### src/rtl/ps2_pkg.sv
// Shared definitions for the PS/2 key-event receiver: scancode-set-2 prefixes,
// frame geometry, decoder state encoding and the buffered key-event record.
package ps2_pkg;

  localparam logic [7:0]  PS2_PREFIX_EXT = 8'hE0;
  localparam logic [7:0]  PS2_PREFIX_BRK = 8'hF0;
  localparam int unsigned PS2_FRAME_BITS = 11;

  typedef enum logic [1:0] {
    IDLE,
    E0,
    F0,
    E0F0
  } dec_state_e;

  typedef struct packed {
    logic       ext;
    logic       rel;
    logic [7:0] code;
  } key_event_t;

  // Odd parity over the eight data bits plus the parity bit.
  function automatic logic odd_parity_ok(input logic [7:0] data, input logic parity);
    return ^{data, parity};
  endfunction

endpackage

### src/rtl/ps2_frame_rx.sv
// PS/2 device-to-host frame receiver: pin synchronisers, falling-edge detect,
// 11-bit framing with start/stop/odd-parity checks and a mid-frame watchdog.
module ps2_frame_rx
  import ps2_pkg::*;
#(
  parameter int unsigned SYNC_STAGES    = 2,
  parameter int unsigned TIMEOUT_CYCLES = 50000
) (
  input  logic       clk,
  input  logic       clrn,
  input  logic       ps2_clk,
  input  logic       ps2_data,
  output logic [7:0] rx_byte,
  output logic       byte_strobe,
  output logic       err_strobe
);

  localparam int unsigned WD_W = $clog2(TIMEOUT_CYCLES + 1);

  logic [SYNC_STAGES-1:0] clk_sync;
  logic [SYNC_STAGES-1:0] data_sync;
  logic                   clk_prev;
  logic                   clk_s;
  logic                   data_s;
  logic                   fall;
  logic [3:0]             bit_cnt;
  logic [9:0]             shift_q;
  logic [WD_W-1:0]        wd_cnt;
  logic                   last_bit;
  logic                   frame_ok;
  logic                   wd_expired;

  assign clk_s  = clk_sync[SYNC_STAGES-1];
  assign data_s = data_sync[SYNC_STAGES-1];
  assign fall   = clk_prev & ~clk_s;

  assign last_bit = (bit_cnt == 4'(PS2_FRAME_BITS - 1));
  // shift_q holds start (bit 0), d0..d7 (bits 8:1) and parity (bit 9); data_s is the stop bit.
  assign frame_ok = ~shift_q[0] & data_s & odd_parity_ok(shift_q[8:1], shift_q[9]);

  assign wd_expired = (bit_cnt != '0) && !fall && (wd_cnt == WD_W'(TIMEOUT_CYCLES - 1));

  always_ff @(posedge clk or negedge clrn) begin
    if (!clrn) begin
      clk_sync  <= '1;
      data_sync <= '1;
      clk_prev  <= 1'b1;
    end else begin
      clk_sync  <= {clk_sync[SYNC_STAGES-2:0], ps2_clk};
      data_sync <= {data_sync[SYNC_STAGES-2:0], ps2_data};
      clk_prev  <= clk_s;
    end
  end

  always_ff @(posedge clk or negedge clrn) begin
    if (!clrn) begin
      bit_cnt     <= '0;
      shift_q     <= '0;
      wd_cnt      <= '0;
      rx_byte     <= '0;
      byte_strobe <= 1'b0;
      err_strobe  <= 1'b0;
    end else begin
      byte_strobe <= fall && last_bit && frame_ok;
      err_strobe  <= (fall && last_bit && !frame_ok) || wd_expired;
      if (fall) begin
        wd_cnt <= '0;
        if (last_bit) begin
          bit_cnt <= '0;
          if (frame_ok) begin
            rx_byte <= shift_q[8:1];
          end
        end else begin
          bit_cnt <= bit_cnt + 4'd1;
          shift_q <= {data_s, shift_q[9:1]};
        end
      end else if (wd_expired) begin
        bit_cnt <= '0;
        wd_cnt  <= '0;
      end else if (bit_cnt != '0) begin
        wd_cnt <= wd_cnt + 1'b1;
      end
    end
  end

endmodule

### src/rtl/ps2_key_event_rx.sv
// PS/2 keyboard receiver: frames bytes, folds E0/F0 prefixes into single key
// events and buffers them in a show-ahead FIFO with a valid/ready handshake.
module ps2_key_event_rx
  import ps2_pkg::*;
#(
  parameter int unsigned FIFO_DEPTH     = 8,
  parameter int unsigned SYNC_STAGES    = 2,
  parameter int unsigned TIMEOUT_CYCLES = 50000
) (
  input  logic                        clk,
  input  logic                        clrn,
  input  logic                        ps2_clk,
  input  logic                        ps2_data,
  output logic                        ev_valid,
  input  logic                        ev_ready,
  output logic [7:0]                  ev_code,
  output logic                        ev_ext,
  output logic                        ev_release,
  output logic [$clog2(FIFO_DEPTH):0] ev_count,
  output logic                        overflow,
  output logic                        frame_err,
  input  logic                        clr_err
);

  localparam int unsigned AW = $clog2(FIFO_DEPTH);
  localparam int unsigned CW = AW + 1;

  logic [7:0] rx_byte;
  logic       byte_strobe;
  logic       err_strobe;

  ps2_frame_rx #(
    .SYNC_STAGES   (SYNC_STAGES),
    .TIMEOUT_CYCLES(TIMEOUT_CYCLES)
  ) u_frame_rx (
    .clk        (clk),
    .clrn       (clrn),
    .ps2_clk    (ps2_clk),
    .ps2_data   (ps2_data),
    .rx_byte    (rx_byte),
    .byte_strobe(byte_strobe),
    .err_strobe (err_strobe)
  );

  dec_state_e state_q;
  dec_state_e state_d;
  logic       emit;
  key_event_t ev_new;

  always_ff @(posedge clk or negedge clrn) begin
    if (!clrn) begin
      state_q <= IDLE;
    end else begin
      state_q <= state_d;
    end
  end

  always_comb begin
    state_d = state_q;
    emit    = 1'b0;
    ev_new  = '0;
    if (byte_strobe) begin
      if (rx_byte == PS2_PREFIX_EXT) begin
        // Any E0 restarts the prefix as an extended make, even after a lone F0.
        state_d = E0;
      end else if (rx_byte == PS2_PREFIX_BRK) begin
        state_d = (state_q == E0 || state_q == E0F0) ? E0F0 : F0;
      end else begin
        emit        = 1'b1;
        ev_new.code = rx_byte;
        state_d     = IDLE;
        unique case (state_q)
          IDLE: begin ev_new.ext = 1'b0; ev_new.rel = 1'b0; end
          E0:   begin ev_new.ext = 1'b1; ev_new.rel = 1'b0; end
          F0:   begin ev_new.ext = 1'b0; ev_new.rel = 1'b1; end
          E0F0: begin ev_new.ext = 1'b1; ev_new.rel = 1'b1; end
          default: begin ev_new.ext = 1'b0; ev_new.rel = 1'b0; end
        endcase
      end
    end
  end

  key_event_t     mem [FIFO_DEPTH];
  key_event_t     head;
  logic [AW-1:0]  wr_ptr;
  logic [AW-1:0]  rd_ptr;
  logic [CW-1:0]  count_q;
  logic           full;
  logic           pop;
  logic           push;

  assign full     = (count_q == CW'(FIFO_DEPTH));
  assign ev_valid = (count_q != '0);
  assign pop      = ev_valid & ev_ready;
  // A pop in the same cycle frees the slot the push needs.
  assign push     = emit & (~full | pop);

  always_ff @(posedge clk) begin
    if (push) begin
      mem[wr_ptr] <= ev_new;
    end
  end

  always_ff @(posedge clk or negedge clrn) begin
    if (!clrn) begin
      wr_ptr  <= '0;
      rd_ptr  <= '0;
      count_q <= '0;
    end else begin
      if (push) begin
        wr_ptr <= wr_ptr + 1'b1;
      end
      if (pop) begin
        rd_ptr <= rd_ptr + 1'b1;
      end
      unique case ({push, pop})
        2'b10:   count_q <= count_q + 1'b1;
        2'b01:   count_q <= count_q - 1'b1;
        default: count_q <= count_q;
      endcase
    end
  end

  always_ff @(posedge clk or negedge clrn) begin
    if (!clrn) begin
      overflow  <= 1'b0;
      frame_err <= 1'b0;
    end else begin
      overflow  <= (overflow & ~clr_err) | (emit & full & ~pop);
      frame_err <= (frame_err & ~clr_err) | err_strobe;
    end
  end

  assign head       = mem[rd_ptr];
  assign ev_code    = ev_valid ? head.code : '0;
  assign ev_ext     = ev_valid & head.ext;
  assign ev_release = ev_valid & head.rel;
  assign ev_count   = count_q;

endmodule

### config.mk
export PLATFORM = sky130hd
export DESIGN_NAME = ps2_key_event_rx
export DESIGN_NICKNAME = d
export VERILOG_FILES = /design/src/rtl/ps2_pkg.sv /design/src/rtl/ps2_frame_rx.sv /design/src/rtl/ps2_key_event_rx.sv
export SDC_FILE = /design/constraint.sdc
export NUM_CORES = 1
export LEC_CHECK = 0
export ABC_AREA = 0
export CORE_MARGIN = 3
export CORE_UTILIZATION = 40
export DETAILED_ROUTE_END_ITERATION = 16
export PLACE_DENSITY = 0.55
export SLEW_MARGIN = 5
export SYNTH_ARGS = -nofsm -noshare
export SYNTH_HDL_FRONTEND = slang
export SYNTH_HIERARCHICAL = 1
export SYNTH_SLANG_ARGS = --single-unit
### constraint.sdc
create_clock -name clk -period 2.7 [get_ports clk]
set_input_delay 0.27 -clock clk [delete_from_list [all_inputs] [get_ports clk]]
set_output_delay 0.27 -clock clk [all_outputs]
set_load 0.02 [all_outputs]
After elaboration in Yosys (flattened, before gate mapping) --
Memories as Yosys holds them, arrays and structs flattened. Index checks and enable logic that the tools add are counted. Widths: inputs -> output; s select.
Storage, ports and cells: register bits 59, bits in writable memories 80, input port bits 6, output and inout bits 17, word-level logic and storage cells 90, memories 1
Cells by class: $add $sub $neg 6, equality and inequality tests 10, muxes and demuxes 20, bitwise operators 20, reductions and logical operators 18
Memories:
- mem | words 8, width 10, read ports 1, clocked after Yosys merged registers in 0, wr ports 1, RTL line ps2_key_event_rx.sv:83 | key_event_t mem [FIFO_DEPTH];
Operators by type and width (count):
- $mux 16 | 3
- $mux 10 | 3
- $add 16x1->16 const B | 1
- $eq 16x16->1 const B | 1
- $eq 8x8->1 const B | 2
- $mux 4 | 3
- $and 1x1->1 | 11
- $reduce_xor 9->1 | 1
- $add 4x1->4 const B | 2
- $eq 4x4->1 const B | 2
- $mux 8 | 1
- $pmux 2 s4 | 1
- $pmux 4 s2 | 1
- $reduce_bool 4->1 | 2
- $add 3x1->3 const B | 2
- $eq 2x2->1 const B | 3
- $mux 1 | 6
- $not 1->1 | 6
- $logic_and 1x1->1 | 5
- $eq 2x1->1 const B | 2
- $mux 2 | 2
- $reduce_bool 2->1 | 2
- $sub 4x1->4 const B | 1
- $or 1x1->1 | 3
- 6 further kinds | 8

Longest topological paths before layout --
Gate-level depths: netlist of run 1.
word-level depth 7, gate-level depth with buffers 9, depth with buffers taken out 9

Modules after synthesis --
The synthesis of run 1 kept the hierarchy.
By module, submodules not included:
- ps2_key_event_rx | instances 1, cells an instance 209, area an instance 3836.2 um^2, seq. area each 2752.6 um^2
- ps2_frame_rx | instances 1, cells an instance 195, area an instance 2084.5 um^2, seq. area each 1132.3 um^2

Worst setup path after synthesis of run 1 --
OpenSTA, ideal clock, no wires.
kind flip-flop to flip-flop, start point reg count_q[1], in the netlist ev_count[1], end point mem mem[1][0] (netlist name) (enable), setup time 0.390 ns, arrival 1.961 ns, required time 2.310 ns, slack 0.349 ns, stages on the path, launching flop included 7, path buffers 1, clock period less this slack 2.351 ns, path through dfrtp_1 nor3_1 nand3b_1 and2_1 clkbuf_1 nand2_1 nor3_1
On the way: word-level cells in the longest chain between the ends 6, elaborated cells between the ends (all ways) 8, classes of those cells 1 x eq/ne; 2 x mux; 4 x bitwise; 1 x reduce/logical
Ends and longest elaborated chain:
- from (decl) | RTL line ps2_key_event_rx.sv:87 | logic [CW-1:0] count_q;
- from (signal assigned) | RTL line ps2_key_event_rx.sv:117 | 2'b10: count_q <= count_q + 1'b1;
- from (signal assigned) | RTL line ps2_key_event_rx.sv:118 | 2'b01: count_q <= count_q - 1'b1;
- from (signal assigned) | RTL line ps2_key_event_rx.sv:119 | default: count_q <= count_q;
- $reduce_bool 4->1 / $eq 4x4->1 (equally long branches) | RTL line ps2_key_event_rx.sv:93, ps2_key_event_rx.sv:92
- $and 1x1->1 / $not 1->1 (equally long branches) | RTL line ps2_key_event_rx.sv:94, ps2_key_event_rx.sv:96
- $or 1x1->1 (*) | RTL line ps2_key_event_rx.sv:96 | assign push = emit & (~full | pop);
- $and 1x1->1 (*) | RTL line ps2_key_event_rx.sv:96
- $mux 1 (*) | RTL line ps2_key_event_rx.sv:99 | if (push) begin
- $mux 1 (implied by the code) (*) | RTL line ps2_key_event_rx.sv:100 | mem[wr_ptr] <= ev_new;
- to (decl) | RTL line ps2_key_event_rx.sv:83
Every way passes the cells marked *; elsewhere a longest branch is shown, timed or not.

Final worst setup path of run 1 --
start point reg rd_ptr[0], end point out ev_code[6]
On the way: word-level cells in the longest chain between the ends 2
Ends and longest elaborated chain:
- from (decl) | RTL line ps2_key_event_rx.sv:86 | logic [AW-1:0] rd_ptr;
- from (signal assigned) | RTL line ps2_key_event_rx.sv:114 | rd_ptr <= rd_ptr + 1'b1;
- $mem_v2 8x10
- $mux 8 | RTL line ps2_key_event_rx.sv:135 | assign ev_code = ev_valid ? head.code : '0;
- to (decl) | RTL line ps2_key_event_rx.sv:16 | output logic [7:0] ev_code,
Every way passes these cells.

==> summary.log, run 1 <==
qor: outcome.outcome completed
qor: synthesis.yosys.area.top_type sky130_fd_sc_hd__edfxtp_1
qor: critical_path.cp_slowest_stage_delay 0.54 ns
qor: synthesis.synth_nets 417
qor: clock_tree.clkSlewWorstSetupHoldPaths 0.06 ns
qor: clock_tree.cts_max_path_buffers 2
qor: sta.maxClockFrequency 389 MHz
qor: synthesis.synth.lib_cells_used.distinct 53
qor: sta.maxSlewViolCount 0
qor: sta.fin_hold_ws 0.262 ns
qor: synthesis.synth-edff-count 80
qor: sta.timing.slew.headroom 63.9%
qor: finish.final_nets 465
qor: synthesis.synth.yosys.warnings 6
qor: synthesis.postSynthCellCount 404
qor: critical_path.setup.worst_path.start rd_ptr[0]
qor: hold_path.worstHoldPathType in -> reg
qor: finish.layout.cell_area.non_filler 7080 µm²
qor: global_routing.grt_antenna_before_repair 0
qor: synthesis.yosys_register_bits 139
qor: sta.clock_skew 0.00739 ns
qor: die.start_util 41.7%
qor: critical_path.r2r.worst_path.cells 8
qor: synthesis.postSynth.asyncResetShare 42.4%
qor: die.floorplan.io_pins 23
qor: critical_path.critical_path.endpoint_type output port
qor: detailed_routing.routed_wire_length_per_instance 17.5 µm
qor: critical_path.timing.critical_path.from_type register
qor: placed_design.number_of_buffers_added_on_ports 22
qor: detailed_routing.first_iter_violations 162
qor: critical_path.data_required_time_at_the_worst_endpoint 2.43 ns
qor: flow_run.timing.max_cap.violations 0
qor: die.die-height 128 µm
qor: global_routing.total_global_routing_track_utilization 15.0%
qor: sta.timing.final.hold_violations 0
qor: finish.final_layout_size_suffix_gt1_share 19.9%
qor: sta.worst_pin_slew 0.539 ns
qor: die.row_count 43
qor: power_and_ir_drop.power_density 909 nW/µm²
qor: placed_design.place.gp.congestion 0.786
qor: critical_path.critical_path_endpoint ev_code[6]
qor: critical_path.worst-endpoint-arrival 2.30 ns
qor: global_routing.grt_pass1_wl 18600 µm
qor: sta.finalCriticalPeriod 2.57 ns
qor: global_routing.grt_pass1_vias 3591
qor: synthesis.synth.avg_cell_area 14.7 µm²
qor: critical_path.critPathMaxFanout 11
qor: clock_tree.cts.root.buffer_cell sky130_fd_sc_hd__clkbuf_16
qor: finish.fillers 1241
qor: placed_design.hpwl_after_detailed_placement 7130 µm
qor: detailed_routing.routed_via_density 5.23
qor: clock_tree.cts_tree done
qor: finish.layout_commonest_cell sky130_fd_sc_hd__edfxtp_1
qor: sta.post-route-period-util 95.2%
qor: power_and_ir_drop.peak_ir_drop_on_the_vdd_network 0.000655 V
qor: finish.flow.area_growth_from_synthesis 19.6%
qor: finish.most-common-layout-cells sky130_fd_sc_hd__edfxtp_1, sky130_fd_sc_hd__dfrtp_1, sky130_fd_sc_hd__nand2_1
qor: critical_path.critical_path.cell_chain buf_12, mux4_2, mux2i_1, nor2_1, clkdlybuf4s50_1
qor: hold_path.min_path_cells 1
qor: die.chipWidth 128 µm
qor: detailed_routing.drt.antenna.violating_nets 0
qor: global_routing.grt.overflow.total 0
qor: critical_path.cp.buffers_inverters 2
qor: critical_path.timing.setup.critical_path_class reg -> out
qor: power_and_ir_drop.leakage 2.78 nW
qor: clock_tree.worst_skew_pair.late_latency 0.41 ns
qor: detailed_routing.drt_pass1_iterations 6
qor: detailed_routing.detailroute.via_count 3363
qor: sta.final-setup-viol-count 0
qor: global_routing.grt_max_degree 60
qor: die.design.die.area 16300 µm²
qor: clock_tree.number_of_h_tree_levels 4
qor: synthesis.synth_flop_cell sky130_fd_sc_hd__edfxtp_1
qor: synthesis.yosysSeqAreaShare 65.6%
qor: synthesis.yosys.area.top_type_share 40.6%
qor: critical_path.cp_top_family buffers and inverters
qor: clock_tree.clock_sinks 139
qor: synthesis.ys_top_cells_by_area sky130_fd_sc_hd__edfxtp_1, sky130_fd_sc_hd__dfrtp_1, sky130_fd_sc_hd__mux4_2
qor: critical_path.critical_path_depth 5
qor: finish.diodes 0
qor: synthesis.mapped_area 5920 µm²
qor: critical_path.timing.critical_path.slowest_stage_cell sky130_fd_sc_hd__clkdlybuf4s50_1
qor: critical_path.reg2reg_to ev_count[2]
qor: detailed_routing.finalWirelength 11200 µm
qor: clock_tree.cts_buffers 17
qor: detailed_routing.drc 0
qor: die.design.core.area 14200 µm²
qor: critical_path.reg2reg_from u_frame_rx/rx_byte[3]
qor: placed_design.placed_area 6460 µm²
qor: critical_path.r2r_slack 0.59 ns
==> sequential cells by signal, summed over array words and instances, names as in the netlist <==
register and count:
rd_ptr 3, wr_ptr 3, u_frame_rx/shift_q 10, u_frame_rx/rx_byte 8, state_q 2, overflow 1, u_frame_rx/bit_cnt 4, ev_count 4
u_frame_rx/data_sync 2, u_frame_rx/err_strobe 1, frame_err 1, u_frame_rx/byte_strobe 1, u_frame_rx/wd_cnt 16, u_frame_rx/clk_prev 1, mem 80, u_frame_rx/clk_sync 2
==> stage by stage <==
step	worst slack (ns)	power [mW]	setup TNS, ns	instances	util, %
global route	-0.0100	6.79	-0.0140	643	49.9
floorplan	0.349	3.63	0	404	-
global placement	0.501	4.16	0	611	45.5
detailed placement	0.518	4.18	0	611	45.5
CTS	0.0565	6.48	0	642	49.7
finish	0.128	6.43	0	643	49.9
==> how the worst min path moves through the flow <==
stage / slack, ns / from / end
3_3_place_gp: 0.30 / clrn / u_frame_rx/shift_q[0]
3_5_place_dp: 0.30 / clrn / u_frame_rx/shift_q[0]
5_1_grt: 0.24 / ps2_clk / u_frame_rx/clk_sync[0]
2_1_floorplan: -0.03 / clrn / ev_count[0]
6_report: 0.26 / ps2_clk / u_frame_rx/clk_sync[0]
4_1_cts: 0.24 / ps2_clk / u_frame_rx/clk_sync[0]
==> where the power goes <==
| group | switching [mW] | internal, mW | total [mW] |
|---|---|---|---|
| Combinational | 0.765 | 0.804 | 1.57 |
| Clock | 0.843 | 1.43 | 2.27 |
| Sequential | 0.194 | 2.40 | 2.59 |
| Total | 1.80 | 4.63 | 6.43 |
==> cell usage after synthesis, types with 2 or more instances <==
library cell,number
sky130_fd_sc_hd__nand4_1,5
sky130_fd_sc_hd__o31ai_1,4
sky130_fd_sc_hd__dfstp_2,5
sky130_fd_sc_hd__a211o_1,2
sky130_fd_sc_hd__buf_2,2
sky130_fd_sc_hd__nand3_1,8
sky130_fd_sc_hd__o211ai_1,2
sky130_fd_sc_hd__or4_1,4
sky130_fd_sc_hd__mux2i_1,12
sky130_fd_sc_hd__xnor2_1,13
sky130_fd_sc_hd__nor4_1,3
sky130_fd_sc_hd__and2_1,11
sky130_fd_sc_hd__nand2b_1,6
sky130_fd_sc_hd__a21oi_1,8
sky130_fd_sc_hd__xor2_1,8
sky130_fd_sc_hd__xnor3_1,2
sky130_fd_sc_hd__nand3b_1,2
sky130_fd_sc_hd__a31oi_1,2
sky130_fd_sc_hd__clkbuf_1,7
sky130_fd_sc_hd__inv_1,9
sky130_fd_sc_hd__nor3_1,7
sky130_fd_sc_hd__edfxtp_1,80
sky130_fd_sc_hd__nand2_1,48
sky130_fd_sc_hd__mux2_2,10
sky130_fd_sc_hd__dfrtp_1,54
sky130_fd_sc_hd__nor4bb_1,3
sky130_fd_sc_hd__buf_1,2
sky130_fd_sc_hd__ha_1,7
sky130_fd_sc_hd__o21ai_0,2
sky130_fd_sc_hd__mux4_2,20
sky130_fd_sc_hd__o2bb2ai_1,2
sky130_fd_sc_hd__nor2_1,33
==> layer usage <==
| metal | vias up | track usage [%] | share of wire, % | routed length, µm |
|---|---|---|---|---|
| li1 | 1594 | - | - | - |
| met1 | 1724 | 18.4 | 45 | 5090 |
| met2 | 36 | 25.1 | 51 | 5720 |
| met3 | 9 | 4.83 | 2.6 | 293 |
| met4 | 0 | 5.31 | 1.1 | 122 |
| met5 | - | 0 | 0 | 0 |
==> logic make-up after synthesis <==
group                    count (synthesis)  share of synthesized area (%)
AO/OA/AOI/OAI                           28                           3.42
XOR/XNOR                                23                           3.87
adder cells (fa/ha/maj)                  7                           1.48
buffers and inverters                   22                           1.63
flip-flops                             139                           65.6
multiplexers                            44                           12.0
AND/OR/NAND/NOR                        141                           12.0
==> cell type report <==
type	count	area, µm²	area share (%)
multi-input combinational	243	1950	27.5
sequential	139	3890	54.9
clock inverter	13	154	2.17
timing repair buffer	42	410	5.80
inverter	9	33.8	0.477
tap	180	225	3.18
clock buffer	17	425	6.01
==> what timing repair did <==
| item | CTS | global route |
|---|---|---|
| buffers inserted | 0 | 0 |
| setup endpoints to repair | 0 | 4 |
| hold buffers | 1 | 0 |
| endpoints found under the hold margin | 54 | 0 |
| gates resized for setup | 0 | 1 |
Note: power is estimated with default switching activity, not from simulation.
==> run 2: changes to the inputs <==
--- a/config.mk
+++ b/config.mk
@@ -6,12 +6,10 @@
 export NUM_CORES = 1
 export LEC_CHECK = 0
 export ABC_AREA = 0
-export CORE_MARGIN = 3
-export CORE_UTILIZATION = 40
+export CORE_UTILIZATION = 30
 export DETAILED_ROUTE_END_ITERATION = 16
-export PLACE_DENSITY = 0.55
+export PLACE_DENSITY = 0.44
 export SLEW_MARGIN = 5
 export SYNTH_ARGS = -nofsm -noshare
 export SYNTH_HDL_FRONTEND = slang
-export SYNTH_HIERARCHICAL = 1
 export SYNTH_SLANG_ARGS = --single-unit
==> run 2 against run 1 <==
Net effect: register-to-register slack lost 0.10 ns; utilization shrank 12 points; die area grew 23%; routed wire length grew 2.8%; largest cell class unchanged; cell count grew 10%.
==> summary.log, run 2 <==
qor: critical_path.cp_slowest_stage_delay 0.54 ns
qor: clock_tree.clock_sinks 139
qor: die.chipWidth 142 µm
qor: finish.stdcell_count 710
qor: finish.largest_register_ff_count 80
qor: placed_design.dp.cells 676
qor: power_and_ir_drop.power_density 933 nW/µm²
qor: detailed_routing.routed_via_density 4.62
qor: placed_design.hpwl_after_detailed_placement 7480 µm
qor: synthesis.ys_top_cells_by_count sky130_fd_sc_hd__edfxtp_1, sky130_fd_sc_hd__dfrtp_1, sky130_fd_sc_hd__nor2_1, sky130_fd_sc_hd__mux2_2, sky130_fd_sc_hd__mux4_2
qor: critical_path.data_required_time_at_the_worst_endpoint 2.43 ns
qor: detailed_routing.routed_wire_length_per_instance 16.3 µm
qor: placed_design.number_of_buffers_added_on_ports 22
qor: critical_path.timing.critical_path.slowest_stage_cell sky130_fd_sc_hd__mux4_2
qor: clock_tree.clkSlewWorstSetupHoldPaths 0.06 ns
qor: clock_tree.number_of_h_tree_levels 4
qor: sta.post-route-period-util 94.9%
qor: sta.summed_negative_setup_slack_over_all_endpoints 0 ns
qor: finish.final_nets 450
qor: critical_path.critical_path.cell_chain buf_12, mux4_2, mux2i_1, nor2_1, clkdlybuf4s50_1
qor: finish.top_regs mem x80, u_frame_rx.wd_cnt x16, u_frame_rx.shift_q x10
qor: finish.regMostFlops mem
qor: global_routing.total_global_routing_track_utilization 12.6%
qor: sta.final-setup-viol-count 0
qor: sta.clock_skew 0.0114 ns
qor: die.start_util 31.0%
qor: sta.post-route-worst-setup-slack 0.138 ns
qor: finish.most-common-layout-cells sky130_fd_sc_hd__edfxtp_1, sky130_fd_sc_hd__dfrtp_1, sky130_fd_sc_hd__nor2_1
qor: power_and_ir_drop.leakage 2.82 nW
qor: sta.maxClockFrequency 390 MHz
qor: placed_design.placed_area 6530 µm²
qor: die.die-height 142 µm
qor: clock_tree.cts_tree done
qor: clock_tree.cts.root.buffer_cell sky130_fd_sc_hd__clkbuf_16
qor: global_routing.grt_antenna_before_repair 0
qor: sta.maxSlewViolCount 0
qor: finish.layout_commonest_cell sky130_fd_sc_hd__edfxtp_1
qor: synthesis.synth_most_common_cell sky130_fd_sc_hd__edfxtp_1
qor: die.design.core.area 18900 µm²
qor: die.row_count 50
qor: sta.grt_setup_unrepaired false
qor: synthesis.synth.avg_cell_area 15.3 µm²
qor: detailed_routing.drt_pass1_iterations 4
qor: sta.worst_pin_slew 1.06 ns
qor: sta.finalCriticalPeriod 2.56 ns
qor: placed_design.dpl_worst_slack 0.256 ns
qor: synthesis.yosys.area.top_type sky130_fd_sc_hd__edfxtp_1
qor: detailed_routing.first_iter_violations 156
qor: global_routing.grt_pass1_vias 3370
qor: die.floorplan.io_pins 23
qor: finish.layout.cell_area.non_filler 7160 µm²
qor: synthesis.yosys.area.top_type_share 41.0%
qor: synthesis.ys_top_cells_by_area sky130_fd_sc_hd__edfxtp_1, sky130_fd_sc_hd__dfrtp_1, sky130_fd_sc_hd__mux4_2
qor: finish.regArea 3890 µm²
qor: synthesis.yosys_register_bits 139
qor: critical_path.cp_top_family buffers and inverters
qor: synthesis.synth.yosys.warnings 0
qor: synthesis.synth.lib_cells_used.distinct 50
qor: sta.timing.final.hold_violations 0
qor: clock_tree.worst_skew_pair.late_latency 0.42 ns
qor: outcome.outcome completed
qor: detailed_routing.detailroute.via_count 3277
qor: sta.timing.slew.headroom 29.1%
qor: synthesis.postSynth.asyncResetShare 42.4%
qor: finish.diodes 0
qor: synthesis.synth_flop_cell sky130_fd_sc_hd__edfxtp_1
qor: finish.flow.area_growth_from_synthesis 22.4%
qor: critical_path.timing.setup.critical_path_class reg -> out
qor: synthesis.postSynthCellCount 383
qor: clock_tree.cts_buffers 17
qor: placed_design.place.gp.congestion 0.765
qor: global_routing.grt_pass1_wl 18600 µm
qor: detailed_routing.drt.antenna.violating_nets 0
qor: clock_tree.cts_max_path_buffers 2
qor: synthesis.synth_nets 396
qor: detailed_routing.drc 0
qor: finish.final_layout_size_suffix_gt1_share 24.2%
qor: finish.fillers 1806
qor: detailed_routing.finalWirelength 11500 µm
qor: hold_path.worstHoldPathType in -> reg
qor: power_and_ir_drop.peak_ir_drop_on_the_vdd_network 0.000453 V
qor: critical_path.cp.buffers_inverters 2
qor: global_routing.grt_max_degree 41
qor: critical_path.critical_path.endpoint_type output port
qor: synthesis.yosysSeqAreaShare 66.4%
qor: die.design.die.area 20100 µm²
qor: clock_tree.cts_setup_buffers 0
qor: critical_path.critPathMaxFanout 11
qor: synthesis.synth-edff-count 80
qor: synthesis.mapped_area 5850 µm²
qor: global_routing.grt.overflow.total 0
qor: critical_path.timing.critical_path.from_type register
qor: critical_path.worst-endpoint-arrival 2.29 ns
qor: flow_run.timing.max_cap.violations 0
qor: finish.area_occupied_by_multi_input_gates 1900 µm²
## run 2: cell count changes in the layout (fill, tap and decap cells not counted), sizes merged, moves of 4 or more
cell   previous run  this run
inv               9        13
a21oi             9         5
o31ai             4         0
mux2             12        20
nor2             33        38
nand3             8        12
nand2            48        19
## run 2: final timing paths
path	from	to	slack, ns	depth (start not counted)
hold / removal	ps2_data	u_frame_rx.data_sync[0]	0.26	1
setup reg to reg	u_frame_rx.rx_byte[6]	mem[5][7]	0.49	5
max in group asynchronous	clrn	u_frame_rx.data_sync[1]	1.40	3
min in group asynchronous	clrn	u_frame_rx.wd_cnt[7]	0.51	2
setup / recovery	rd_ptr[0]	ev_code[5]	0.14	5
hold reg to reg	u_frame_rx.clk_sync[0]	u_frame_rx.clk_sync[1]	0.36	0
## run 2: power breakdown
| part | total (mW) | switching (mW) | leakage (nW) | internal [mW] |
|---|---|---|---|---|
| Combinational | 1.79 | 0.870 | 0.969 | 0.922 |
| Sequential | 2.57 | 0.172 | 1.57 | 2.40 |
| Clock | 2.32 | 0.944 | 0.284 | 1.38 |
## run 2: per-layer routing
layer	GRT usage (%)	wire length, µm	vias up
li1	-	-	1557
met1	15.6	5310	1666
met2	20.8	5770	47
met3	3.41	341	7
met4	5.38	121	0
met5	0	0	-
## run 2: cell type report
cell class              count  share of cell area (%)
clock buffers              17                    5.94
repair buffers             45                    5.94
multi-input cells         225                    26.6
clock inverters            15                    2.31
well taps                 260                    4.54
flip-flops and latches    139                    54.3
inverters                   9                   0.472
## run 2: cell families after synthesis
logic type,Yosys count,synth area share [%]
AND/OR/NAND/NOR,116,10.1
XOR/XNOR,25,4.13
AO/OA/AOI/OAI,27,3.27
buffers and inverters,19,1.35
adder cells (fa/ha/maj),7,1.50
flip-flops,139,66.4
multiplexers,50,13.3
## run 2: worst register-to-register path, stage by stage (launching register included)
cell                       delay, ns
sky130_fd_sc_hd__dfrtp_1        0.39
sky130_fd_sc_hd__nand4b_1       0.16
sky130_fd_sc_hd__o41a_1         0.19
sky130_fd_sc_hd__and2_1         0.16
sky130_fd_sc_hd__nand2_1        0.10
sky130_fd_sc_hd__nor2_1         0.83
## run 2: repair_timing
| item | in CTS | in global routing |
|---|---|---|
| endpoints found under the setup margin | 0 | 2 |
| endpoints found under the hold margin | 1 | 0 |
| hold buffers | 1 | 0 |
| resized for setup | 0 | 3 |
## run 2: metrics by stage
stage                     util (%)  hold WS (ns)  power, mW
after global routing          37.9         0.242       7.03
final                         37.9         0.256       6.68
after detailed placement      34.6         0.349       4.41
after global placement        34.6         0.347       4.39
after CTS                     37.7         0.234       6.75
after floorplan                  -       -0.0256       3.80
